File: config.mk
export PLATFORM = sky130hd
export DESIGN_NAME = sync_fifo_param
export DESIGN_NICKNAME = d
export VERILOG_FILES = /design/src/rtl/sync_fifo_param.sv
export SDC_FILE = /design/constraint.sdc
export NUM_CORES = 1
export LEC_CHECK = 0
export BUFFER_PORTS_ARGS = -buffer_cell sky130_fd_sc_hd__buf_2
export CORE_UTILIZATION = 57
export CTS_BUF_LIST = sky130_fd_sc_hd__clkbuf_4 sky130_fd_sc_hd__clkbuf_8
export DETAILED_ROUTE_END_ITERATION = 10
export PLACE_DENSITY = 0.78
export SLEW_MARGIN = 30
export SYNTH_ARGS = -nofsm -noshare
export SYNTH_HDL_FRONTEND = slang
export SYNTH_SLANG_ARGS = --single-unit
export TNS_END_PERCENT = 1
File: constraint.sdc
create_clock -name clk -period 2.6 [get_ports clk]
set_clock_uncertainty 0.05 [all_clocks]
set_input_delay 0.52 -clock clk [delete_from_list [all_inputs] [get_ports clk]]
set_output_delay 0.52 -clock clk [all_outputs]
set_load 0.05 [all_outputs]
File: src/rtl/sync_fifo_param.sv
// Parametrised single-clock FIFO with occupancy count, thresholds, flush and sticky error flags.
// Define SYNC_FIFO_FWFT_EN for first-word fall-through reads; default is registered-read mode.
module sync_fifo_param #(
  parameter int DATA_W   = 8,
  parameter int DEPTH    = 16,
  parameter int AF_LEVEL = DEPTH - 2,
  parameter int AE_LEVEL = 2
) (
  input  logic                       clk,
  input  logic                       rst_n,
  input  logic                       clr,
  input  logic                       wr_en,
  input  logic [DATA_W-1:0]          wr_data,
  input  logic                       rd_en,
  output logic [DATA_W-1:0]          rd_data,
  output logic                       rd_valid,
  output logic                       full,
  output logic                       empty,
  output logic                       almost_full,
  output logic                       almost_empty,
  output logic [$clog2(DEPTH+1)-1:0] count,
  output logic                       overflow,
  output logic                       underflow
);

  localparam int CNT_W = $clog2(DEPTH + 1);
  localparam int PTR_W = (DEPTH > 1) ? $clog2(DEPTH) : 1;

  localparam logic [CNT_W-1:0] FULL_CNT = CNT_W'(DEPTH);
  localparam logic [CNT_W-1:0] AF_CNT   = CNT_W'(AF_LEVEL);
  localparam logic [CNT_W-1:0] AE_CNT   = CNT_W'(AE_LEVEL);
  localparam logic [PTR_W-1:0] LAST_PTR = PTR_W'(DEPTH - 1);

  logic [DATA_W-1:0] mem [DEPTH];
  logic [PTR_W-1:0]  wr_ptr;
  logic [PTR_W-1:0]  rd_ptr;
  logic              wr_acc;
  logic              rd_acc;

  // Explicit wrap compare keeps non-power-of-two depths inside the array.
  function automatic logic [PTR_W-1:0] ptr_inc(input logic [PTR_W-1:0] p);
    return (p == LAST_PTR) ? '0 : p + 1'b1;
  endfunction

  assign full         = (count == FULL_CNT);
  assign empty        = (count == '0);
  assign almost_full  = (count >= AF_CNT);
  assign almost_empty = (count <= AE_CNT);

  assign wr_acc = wr_en & ~full & ~clr;
  assign rd_acc = rd_en & ~empty & ~clr;

  always_ff @(posedge clk or negedge rst_n) begin
    if (!rst_n) begin
      wr_ptr    <= '0;
      rd_ptr    <= '0;
      count     <= '0;
      overflow  <= 1'b0;
      underflow <= 1'b0;
    end else if (clr) begin
      wr_ptr    <= '0;
      rd_ptr    <= '0;
      count     <= '0;
      overflow  <= 1'b0;
      underflow <= 1'b0;
    end else begin
      if (wr_acc) wr_ptr <= ptr_inc(wr_ptr);
      if (rd_acc) rd_ptr <= ptr_inc(rd_ptr);
      case ({wr_acc, rd_acc})
        2'b10:   count <= count + 1'b1;
        2'b01:   count <= count - 1'b1;
        default: count <= count;
      endcase
      if (wr_en && full)  overflow  <= 1'b1;
      if (rd_en && empty) underflow <= 1'b1;
    end
  end

  // Storage is deliberately not reset or flushed; pointers and count define validity.
  always_ff @(posedge clk) begin
    if (wr_acc) mem[wr_ptr] <= wr_data;
  end

`ifdef SYNC_FIFO_FWFT_EN
  logic [DATA_W-1:0] hold_q;

  // Remember the presented head so rd_data holds once the FIFO drains or is flushed.
  always_ff @(posedge clk or negedge rst_n) begin
    if (!rst_n)      hold_q <= '0;
    else if (!empty) hold_q <= mem[rd_ptr];
  end

  assign rd_data  = empty ? hold_q : mem[rd_ptr];
  assign rd_valid = ~empty;
`else
  logic [DATA_W-1:0] rd_data_q;
  logic              rd_valid_q;

  always_ff @(posedge clk or negedge rst_n) begin
    if (!rst_n) begin
      rd_data_q  <= '0;
      rd_valid_q <= 1'b0;
    end else begin
      rd_valid_q <= rd_acc;
      if (rd_acc) rd_data_q <= mem[rd_ptr];
    end
  end

  assign rd_data  = rd_data_q;
  assign rd_valid = rd_valid_q;
`endif

endmodule

# ---- Word level (Yosys, flattened, before mapping)
# Memory sizes are Yosys's and may differ from the RTL's. A register that Yosys moved wholly into a read port is not among the register bits.
# Index checks and enable logic that the tools add are counted.
dict set report totals {
  ramBits 128
  regBits 16
  word_cells 48
  out_inout_bits 20
  n_memories 1
}
# name words word_bits rd rd_clocked_by_memory_dff write_ports line_no
set memory_table {}
lappend memory_table {mem 16 8 1 1 1 34} ;# logic [DATA_W-1:0] mem [DEPTH];
dict set report classes {
  order_cmp 2
  reduce_logical 9
  bitwise 7
  n_addsub 4
  muxes 14
  n_eq_ne 5
}
# op count
set op_table {}
lappend op_table {{two-way mux 4 bit} 6}
lappend op_table {{case mux 5 bit (2 select lines)} 1}
lappend op_table {{adder 4 x 1 -> 4 bit, second input constant} 2}
lappend op_table {{== test 4 bit, second input constant} 2}
lappend op_table {{nonzero test 2 bit} 4}
lappend op_table {{two-way mux 1 bit} 6}
lappend op_table {{adder 5 x 1 -> 5 bit, second input constant} 1}
lappend op_table {{== test 5 bit, second input constant} 1}
lappend op_table {{>= comparator 5 x 4 -> 1 bit, second input constant} 1}
lappend op_table {{less-or-equal comparator 5 x 2 -> 1 bit, second input constant} 1}
lappend op_table {{logical NOT 5 bit} 1}
lappend op_table {{two-way mux 5 bit} 1}
lappend op_table {{subtractor 5 x 1 -> 5 bit, second input constant} 1}
lappend op_table {{AND 1 bit} 4}
lappend op_table {{NOT 1 bit} 3}
lappend op_table {{nonzero test 3 bit} 1}
lappend op_table {{== test 2 x 1 -> 1 bit, second input constant} 1}
lappend op_table {{== test 2 bit, second input constant} 1}
lappend op_table {{logical AND 1 bit} 2}
lappend op_table {{logical NOT 1 bit} 1}

# ---- Longest topological paths before layout
# Gate-level depths: netlist (run 1).
dict set report depth {
  ltp_word 7
  depth_mapped 13
  mapped_depth_nobuf 11
}

# ---- Least setup slack after synthesis (run 1)
# OpenSTA, ideal clock, no wires.
dict set report synth_path {
  path_kind {reg2out}
  from {reg count[1]}
  to {out almost_empty}
  t_required_ns 2.030
  arrival_time_ns 3.308
  slack_ns -1.278
  stages_incl_launch_ff 3
  path_cell_list {dfrtp_1 > buf_2 > a2111oi_0}
}
dict set report synth_via {
  elab_chain_len 1
}
# item line_no
set synth_lines {}
lappend synth_lines {{from (decl)} 21} ;# output logic [$clog2(DEPTH+1)-1:0] count,
lappend synth_lines {{from (signal assigned)} 70} ;# 2'b10: count <= count + 1'b1;
lappend synth_lines {{from (signal assigned)} 71} ;# 2'b01: count <= count - 1'b1;
lappend synth_lines {{from (signal assigned)} 72} ;# default: count <= count;
lappend synth_lines {{less-or-equal comparator 5 x 2 -> 1 bit} 48} ;# assign almost_empty = (count <= AE_CNT);
lappend synth_lines {{to (decl)} 20} ;# output logic almost_empty,
# Every way passes these cells.

# ---- Final worst setup path (run 1)
dict set report layout_path {
  from {reg count[2]}
  to {reg count[4]}
}
dict set report layout_via {
  elab_chain_len 7
  word_cells_on_any_way 15
}
# item line_no
set layout_lines {}
lappend layout_lines {{== test 5 bit / logical NOT 5 bit (equally long branches)} {45, 46}}
lappend layout_lines {{NOT 1 bit (on tied branches)} {50, 51}}
lappend layout_lines {{AND 1 bit (on tied branches) (2 in a row)} {50, 51}}
lappend layout_lines {{== test 2 x 1 -> 1 bit / == test 2 bit (equally long branches)} 69} ;# case ({wr_acc, rd_acc})
lappend layout_lines {{case mux 5 bit (2 select lines)} 69}
lappend layout_lines {{two-way mux 5 bit} 60} ;# end else if (clr) begin
# Several ways; a longest one is shown, not always the timed one.
# A chain may end at the register's enable or synchronous reset.

==> results of run 1 <==
==> power by group through the flow <==
stage	registers [mW]	clock network [mW]	logic, mW
2_1_floorplan	3.27	0	1.12
3_3_place_gp	2.95	0	1.94
3_5_place_dp	2.97	0	1.98
4_1_cts	2.91	1.79	2.00
5_1_grt	2.94	1.87	2.18
6_report	2.92	1.77	2.05
==> cell type report <==
cell class / count / area [um2] / area share, %
Tap cell: 136 / 170.2 / 2.407
Multi-Input combinational cell: 186 / 1693 / 23.95
Clock buffer: 17 / 234.0 / 3.310
Timing Repair Buffer: 54 / 344.1 / 4.867
Inverter: 6 / 22.52 / 0.3186
Clock inverter: 15 / 160.2 / 2.265
Sequential cell: 152 / 4446 / 62.88
==> timing repair <==
item / 4_1_cts / 5_1_grt
gates resized for setup: 1 / 12
setup endpoints to repair: 1 / 2
pin swaps: 0 / 6
buffers inserted: 0 / 0
hold buffers: 0 / 0
==> cell usage in the layout, fill, tap and decap left out, types with 2 or more instances in the layout <==
cell type,Yosys,layout
buf_2,6,31
edfxtp_1,128,128
or3_1,2,2
nor2_1,24,19
dfrtp_1,24,23
a221oi_1,8,8
and2_1,2,2
xor2_1,4,4
a22o_1,8,8
a21oi_1,15,13
nand2b_1,4,4
nand2_1,31,31
nor2_2,0,5
inv_6,0,4
a21oi_2,0,2
ha_1,7,6
clkbuf_8,0,17
mux4_2,32,32
nor3_2,1,2
inv_1,6,6
nor3_1,7,6
nand3_1,7,7
buf_4,2,21
o21ai_0,13,13
inv_8,0,4
clkinv_4,0,2
nor2b_1,2,2
==> per-layer routing <==
metal	part of all wire (%)	vias up	GRT usage (%)
li1	-	1539	-
met1	43	1788	34.67
met2	49	159	37.99
met3	6.3	14	4.598
met4	1.2	0	8.631
met5	0	-	0
==> logic make-up (layout without fill, tap and decap cells) <==
family	count (synthesis)	count (layout)	synth area share, %
fa+ha+maj	7	7	1.413
flops	152	152	71.70
simple gates	88	88	6.702
mux	33	33	11.79
compound gates	53	53	5.814
xor+xnor	5	5	0.7065
buf+inv	27	92	1.877
==> metrics by stage <==
| stage | worst slack, ns | area (um2) | hold WS [ns] | TNS [ns] | power (mW) |
|---|---|---|---|---|---|
| after detailed placement | 0.06733 | 6620 | 0.4147 | 0 | 4.949 |
| final | 0.05653 | 7069 | -0.004578 | 0 | 6.733 |
| after global routing | -0.05210 | 7069 | 0.03125 | -0.1652 | 6.992 |
| after CTS | 0.02467 | 7017 | 0.008407 | 0 | 6.693 |
| after global placement | 0.1954 | 6620 | 0.4083 | 0 | 4.894 |
| after floorplan | -0.2751 | 6205 | 0.1744 | -0.4158 | 4.387 |
==> registers in the layout (all words and copies together) (netlist names) <==
name and count:
wr_ptr 4, overflow 1, rd_ptr 4, underflow 1, rd_valid 1, count 5, mem 128, rd_data 8
==> worst max-delay path, stage by stage, from the launching register on <==
cell and delay [ns]:
dfrtp_1 0.43, nor4_4 0.42, nand2_1 0.17, nand2b_1 0.16
nor2_2 0.07, xor2_1 0.17, ha_2 0.24, nand2_1 0.09
a21oi_2 0.17, a41oi_2 0.14, xor2_1 0.19, a211oi_2 0.19
==> worst max path at each step <==
stage	from	to	depth (start not counted)
global placement	clr	count[4]	11
global route	count[2]	count[4]	11
finish	count[2]	count[4]	11
detailed placement	count[0]	count[4]	10
CTS	count[1]	full	4
floorplan	count[1]	count[4]	13
==> out/metrics.yaml, run 1 <==
power:
  p_sw_share_pct: 35.48
  power.density_cell_area_nw_per_um2: 952.4
  power_frac_seq_pct: 43.3
  p_leak_nw: 2.474
  ir_drop_mv: 0.5448
  switchingPower_mw: 2.389
  pwr-share-clk_pct: 26.2
  p_int_mw: 4.344
  p_comb_share_pct: 30.4
route:
  wire_per_inst_um: 21.99
  vias: 3500
  dr.pass1.iters: 5
  drtAntennaViolNets: 0
  drc: 0
  drt_iter0_drc: 349
  vias_per_cell: 6.184
  wirelength_um: 12440
placement:
  gp_congestion: 0.8534
  hpwl_um: 7911
  dp.cells: 534
  io_buffers: 32
logic_synthesis:
  synth-seq-cells: 152
  yosysMostFrequentCell: "edfxtp_1"
  synth_edf_count: 128
  synth_top_cell_area_share_pct: 62.01
  yosys_warnings: 0
  synthArstFlopShare_pct: 15.79
  yosysUniqueCellTypes: 41
  yosysSeqAreaShare_pct: 71.70
  synth.area.top_cells: "edfxtp_1 62%, mux4_2 12%, dfrtp_1 9.7%"
  synth_common_cells: "128 x edfxtp_1, 32 x mux4_2, 31 x nand2_1, 24 x dfrtp_1, 24 x nor2_1"
  synth_flop_cell: "edfxtp_1"
  avgSynthCellArea_um2: 16.98
  synth_nets: 385
  synthesis.area_um2: 6198
  synth_cells: 365
  yosys.area.top_type: "edfxtp_1"
worst_setup_path:
  cp-end-kind: "register"
  arrival_ns: 2.86
  critPathKind: "reg2reg"
  r2r_cells: 11
  r2r-start: "count[2]"
  cp_max_fo: 4
  cp.required_ns: 2.92
  regToRegSetupSlack_ns: 0.06
  cp-start-kind: "register"
  worstReg2RegEnd: "count[4]"
sta:
  max_freq_mhz: 393.2
  period_minus_slack_ns: 2.543
  post-route-period-util_pct: 97.83
  drv_slew: 0
  setup_viol: 0
  hold_viol: 3
  worst_slew_margin_rel_pct: 36.99
  timing.hold.ws_ns: -0.004578
  tightest_slew_ns: 0.9416
  rsz0062_at_grt: "true"
global_routing:
  grt.total_usage_pct: 24.30
  antenna_found_initial: 0
  grt-ovfl-total: 0
  grt_pass1_vias: 3549
  grt_pass1_wl_um: 19460
  grt_max_degree: 37
layout:
  fillers: 681
  drive_gt1_share_pct: 31.40
  fin_nets: 437
  final_core_util_pct: 67.87
  stdcell_count: 566
  insertedDiodeCount: 0
  area_growth_pct: 14.05
clock_network:
  clock_latency_ns: 0.45
  cts_tree: "done"
  clockRootBuffer: "clkbuf_8"
  cts_htree_levels: 4
  path_clk_slew_ns: 0.09
  clockBufferDepth: 2
  cts_num_sinks: 152
  numCtsBuffers: 17
floorplanning:
  core.rowCount: 37
  core-area_um2: 10420
  start_util_pct: 59.51
  die_h_um: 106.3
  die-area_um2: 11300
  pin_count: 33
  die_w_um: 106.3
job:
  cap_viol_max_count: 0
outcome:
  outcome: "finished, violations left"
  violations: "hold timing"
hold_path:
  hold_path_class: "in2async"
(Power assumes the default switching activity.)
==> run 2, diff against run 1 <==
Settings changed: PLACE_DENSITY 0.78 to not set, PLACE_DENSITY_LB_ADDON set to 0.3, SKIP_LAST_GASP set to 1, TNS_END_PERCENT 1 to 10.
==> out/metrics.yaml, run 2 (synthesis results as in run 1) <==
outcome:
  outcome: "finished clean"
hold_path:
  hold_path_class: "in2async"
power:
  p_leak_nw: 2.461  # -0.52%
  p_total_mw: 6.792  # +0.88%
  power.density_cell_area_nw_per_um2: 966.7  # +1.5%
  ir_drop_mv: 0.6948  # +28%
global_routing:
  grt.total_usage_pct: 23.35  # -0.95 points
  grt-ovfl-total: 0  # unchanged
  antenna_found_initial: 0  # unchanged
  grt_pass1_vias: 3415  # -3.8%
  grt_pass1_wl_um: 19000  # -2.4%
  grt_max_degree: 36  # -2.7%
clock_network:
  cts_tree: "done"
  cts_num_sinks: 152  # unchanged
  cts_hold_buffers: 0  # unchanged
  path_clk_slew_ns: 0.09  # about the same
  cts_repair_resize_count: 0  # -1
  cts_htree_levels: 4  # unchanged
  clockRootBuffer: "clkbuf_8"
  clock_latency_ns: 0.43  # -0.02 ns
  numCtsBuffers: 17  # unchanged
  clockBufferDepth: 2  # unchanged
  post_cts.repair.setup_buffers: 0  # unchanged
sta:
  timing.hold.ws_ns: 0.01818  # +0.02275 ns
  rsz0062_at_grt: "true"
  period_minus_slack_ns: 2.579  # +0.03597 ns
  hold_viol: 0  # -3
  tns_ns: 0  # unchanged
  tightest_slew_ns: 0.9895  # +0.04792 ns
  setup_viol: 0  # unchanged
  post-route-period-util_pct: 99.21  # +1.4 points
  drv_slew: 0  # unchanged
  max_freq_mhz: 387.7  # -1.4%
  worst_slew_margin_rel_pct: 33.79  # -3.2 points
layout:
  largest_reg_flops: 128  # unchanged
  layout.cells.most_common: "edfxtp_1"
  layout_common_cells: "128 x edfxtp_1, 32 x mux4_2, 32 x buf_2"
  area_growth_pct: 13.34
  drive_gt1_share_pct: 28.24  # -3.2 points
  fin_nets: 432  # -1.1%
  largest_register: "mem"
  stdcell_count: 561  # -0.88%
  insertedDiodeCount: 0  # unchanged
floorplanning:
  die_h_um: 106.3  # unchanged
  die_w_um: 106.3  # unchanged
  pin_count: 33  # unchanged
  start_util_pct: 59.51  # unchanged
  core.rowCount: 37  # unchanged
  core-area_um2: 10420  # unchanged
  die-area_um2: 11300  # unchanged
route:
  drt_iter0_drc: 330  # -5.4%
  vias_per_cell: 6.166  # -0.29%
  wl_met2_um: 5944  # -3.4%
  m1WireLength_um: 5169  # -3.4%
  dr.pass1.iters: 5  # unchanged
  drtAntennaViolNets: 0  # unchanged
  drc: 0  # unchanged
  route.top_layer_used: "met4"
  vias: 3459  # -1.2%
  wire_per_inst_um: 21.47  # -2.4%
  wirelength_um: 12040  # -3.2%
  wl_met3_um: 753  # -3.7%
worst_setup_path:
  critPathKind: "reg2out"
  cp_max_fo: 9  # +5
  r2r_cells: 11  # unchanged
  arrival_ns: 2.01  # -0.85 ns
  cp-start-kind: "register"
  cp.required_ns: 2.03  # -0.89 ns
  cp-end-kind: "output port"
placement:
  io_buffers: 32  # unchanged
  gp_congestion: 0.8648  # +1.3%
  dp.cells: 529  # -0.94%
  hpwl_um: 7430  # -6.1%
job:
  cap_viol_max_count: 0  # unchanged
==> run 2: area by class of cell <==
type | count | area [um2]
flip-flops and latches | 152 | 4446
fillers | 686 | 3391
multi-input cells | 186 | 1647
repair buffers | 49 | 300.3
clock buffers | 19 | 249.0
clock inverters | 13 | 191.4
well taps | 136 | 170.2
inverters | 6 | 22.52
==> run 2: path summary, 6_finish.rpt <==
| kind | start | end | slack [ns] |
|---|---|---|---|
| min | rst_n | count[2] | 0.02 |
| min reg2reg | rd_data[6] | rd_data[6] | 0.43 |
| min in group clk | wr_data[7] | mem[7][7] | 0.42 |
| max reg2reg | count[0] | count[4] | 0.09 |
| max in group asynchronous | rst_n | rd_ptr[0] | 2.08 |
| max | count[0] | full | 0.02 |
==> run 2: stage by stage <==
step                      utilization (%)  area (um2)  worst slack [ns]
after floorplan                         -        6205           -0.2751
after global placement              63.20        6583            0.1858
after detailed placement            63.20        6583            0.1085
after CTS                           67.42        7023           0.01305
after global routing                67.45        7025           -0.1021
final                               67.45        7025           0.02056
==> run 2: per-layer routing <==
| layer | GRT usage [%] | vias up |
|---|---|---|
| met1 | 33.14 | 1788 |
| met2 | 36.55 | 124 |
| met5 | 0 | - |
| met4 | 6.448 | 0 |
| li1 | - | 1526 |
| met3 | 5.702 | 21 |
==> run 2: critical path, cell delays in order (launching register included) <==
cell and delay [ns]:
dfrtp_1 0.39, buf_4 0.18, or4_4 0.59, nor2_1 0.14
buf_2 0.28
==> run 2: power by group <==
group / switching [mW] / total, mW / internal [mW]
combinational: 1.25 / 1.95 / 0.704
clock: 0.888 / 1.97 / 1.08
sequential: 0.0875 / 2.87 / 2.78
total: 2.22 / 6.79 / 4.57
==> run 3, diff against run 2 <==
Settings changed: CORE_MARGIN set to 3, SETUP_SLACK_MARGIN set to 0.4.
==> out/metrics.yaml, run 3 (synthesis results as in run 1) <==
outcome:
  outcome: "finished clean"
global_routing:
  use_met2_pct: 33.80  # -2.8 points
  grt.total_usage_pct: 21.98  # -1.4 points
  grt_pass1_wl_um: 19090  # +0.44%
  grt-ovfl-total: 0  # unchanged
  busiest_layer: "met2"
  grt_max_degree: 37  # +2.8%
  use_met3_pct: 5.708  # about the same
  grt_pass1_vias: 3459  # +1.3%
  met1_usage_pct: 31.32  # -1.8 points
  antenna_found_initial: 0  # unchanged
power:
  p_total_mw: 6.992  # +3.0%
  ir_drop_mv: 0.5928  # -15%
  power.density_cell_area_nw_per_um2: 973.3  # +0.68%
  p_leak_nw: 2.512  # +2.1%
clock_network:
  path_clk_slew_ns: 0.09  # about the same
  clockRootBuffer: "clkbuf_8"
  cts_htree_levels: 4  # unchanged
  clockBufferDepth: 2  # unchanged
  cts_tree: "done"
  cts_num_sinks: 152  # unchanged
  clock_latency_ns: 0.43  # about the same
  numCtsBuffers: 17  # unchanged
placement:
  io_buffers: 32  # unchanged
  gp_congestion: 0.8645  # about the same
  hpwl_um: 7670  # +3.2%
  dpl_cell_area_um2: 6641  # +0.89%
floorplanning:
  core-area_um2: 10460  # +0.44%
  core.rowCount: 37  # unchanged
  start_util_pct: 59.24  # -0.26 points
  die_h_um: 110.3  # +3.8%
  pin_count: 33  # unchanged
  die_w_um: 110.3  # +3.8%
  die-area_um2: 12160  # +7.7%
sta:
  hold_viol: 0  # unchanged
  period_minus_slack_ns: 2.437  # -0.1425 ns
  drv_slew: 0  # unchanged
  setup_viol: 0  # unchanged
  rsz0062_at_grt: "true"
  post-route-period-util_pct: 93.73  # -5.5 points
  tns_ns: 0  # unchanged
  worst_slew_margin_rel_pct: 43.65  # +9.9 points
  tightest_slew_ns: 0.8407  # -0.1488 ns
  timing.hold.ws_ns: 0.01869  # +0.0005155 ns
  max_freq_mhz: 410.4  # +5.8%
route:
  drtAntennaViolNets: 0  # unchanged
  wire_per_inst_um: 21.51  # +0.23%
  vias_per_cell: 6.095  # -1.1%
  drt_iter0_drc: 352  # +6.7%
  vias: 3462  # +0.087%
  wirelength_um: 12220  # +1.5%
  drc: 0  # unchanged
  dr.pass1.iters: 5  # unchanged
layout:
  drive_gt1_share_pct: 34.03  # +5.8 points
  largest_reg_flops: 128  # unchanged
  largest_register: "mem"
  final_core_util_pct: 68.67  # +1.2 points
  insertedDiodeCount: 0  # unchanged
  area_growth_pct: 15.91
  fillers: 662  # -3.5%
  seq_area_um2: 4452  # +0.14%
  fin_nets: 439  # +1.6%
  layout_common_cells: "128 x edfxtp_1, 32 x mux4_2, 30 x buf_2"
  layout.cells.most_common: "edfxtp_1"
  multi_input_area_um2: 1730  # +5.1%
  design_area_um2: 7184  # +2.3%
hold_path:
  hold_path_class: "in2async"
worst_setup_path:
  critPathKind: "reg2reg"
  cp.required_ns: 2.89  # +0.86 ns
  cp_max_fo: 4  # -5
  cp-end-kind: "register"
  r2r_cells: 11  # unchanged
  path_cells: "nor4_4 -> nand2_2 -> nand2b_4 -> nor2_4 -> xor2_1 -> ha_2 -> nand2_2 -> a21oi_2 -> a41oi_2 -> xor2_1 -> a211oi_1"
  slowest_stage: "dfrtp_2"
  cp-start-kind: "register"
  arrival_ns: 2.72  # +0.71 ns
  slowest_delay_ns: 0.46  # -0.13 ns
job:
  cap_viol_max_count: 0  # unchanged
run 3: cell count changes in the layout (fill, tap and decap cells not counted), moves of 3 or more:
cell / previous run / this run
dfrtp_2: 1 / 6
dfrtp_1: 23 / 18
nor2_1: 23 / 20
buf_4: 16 / 22
run 3: layout make-up:
| class | count | area share [%] |
|---|---|---|
| sequential | 152 | 61.96 |
| clock inverter | 15 | 2.647 |
| timing repair buffer | 56 | 5.364 |
| inverter | 6 | 0.3135 |
| multi-input combinational | 186 | 24.09 |
| tap | 136 | 2.369 |
| clock buffer | 17 | 3.257 |
run 3: power by group:
part | internal (mW) | switching, mW
sequential | 2.79 | 0.117
clock | 0.974 | 0.922
combinational | 0.869 | 1.32
total | 4.63 | 2.36
run 3: metal layers:
layer  wire [um]  vias up  share of wire [%]
met1        5204     1766                 43
li1            -     1543                  -
met4         133        0                1.1
met5           0        -                  0
met2        6019      140                 49
met3         862       13                7.1
run 3: per-stage QoR:
| step | setup WS, ns | instances |
|---|---|---|
| 2_1_floorplan | 0.06157 | 365 |
| 3_3_place_gp | 0.2186 | 527 |
| 3_5_place_dp | 0.1836 | 527 |
| 4_1_cts | 0.2502 | 565 |
| 5_1_grt | -0.02257 | 568 |
| 6_report | 0.1631 | 568 |
run 3: final timing paths:
path	start	to	slack (ns)
hold / removal	rst_n	count[0]	0.02
min in group clk	clr	rd_ptr[0]	0.30
max in group asynchronous	rst_n	rd_ptr[0]	2.08
hold reg to reg	rd_data[5]	rd_data[5]	0.43
setup / recovery	count[1]	count[4]	0.16
setup reg to reg	count[1]	count[4]	0.16
run 3: worst max-delay path, delay by kind of cell, from the launching register on:
kind                     cells  cell delay (ns)
adder cells (fa/ha/maj)      1             0.23
AO/OA/AOI/OAI                3             0.49
flip-flops                   1             0.46
AND/OR/NAND/NOR              5             0.78
XOR/XNOR                     2             0.33
run 3: what timing repair did:
item                       in CTS  in global routing
resized for setup              10                  4
setup buffers                   6                  3
pin swaps                       3                  2
setup endpoints to repair      93                 79
hold buffers                    0                  0
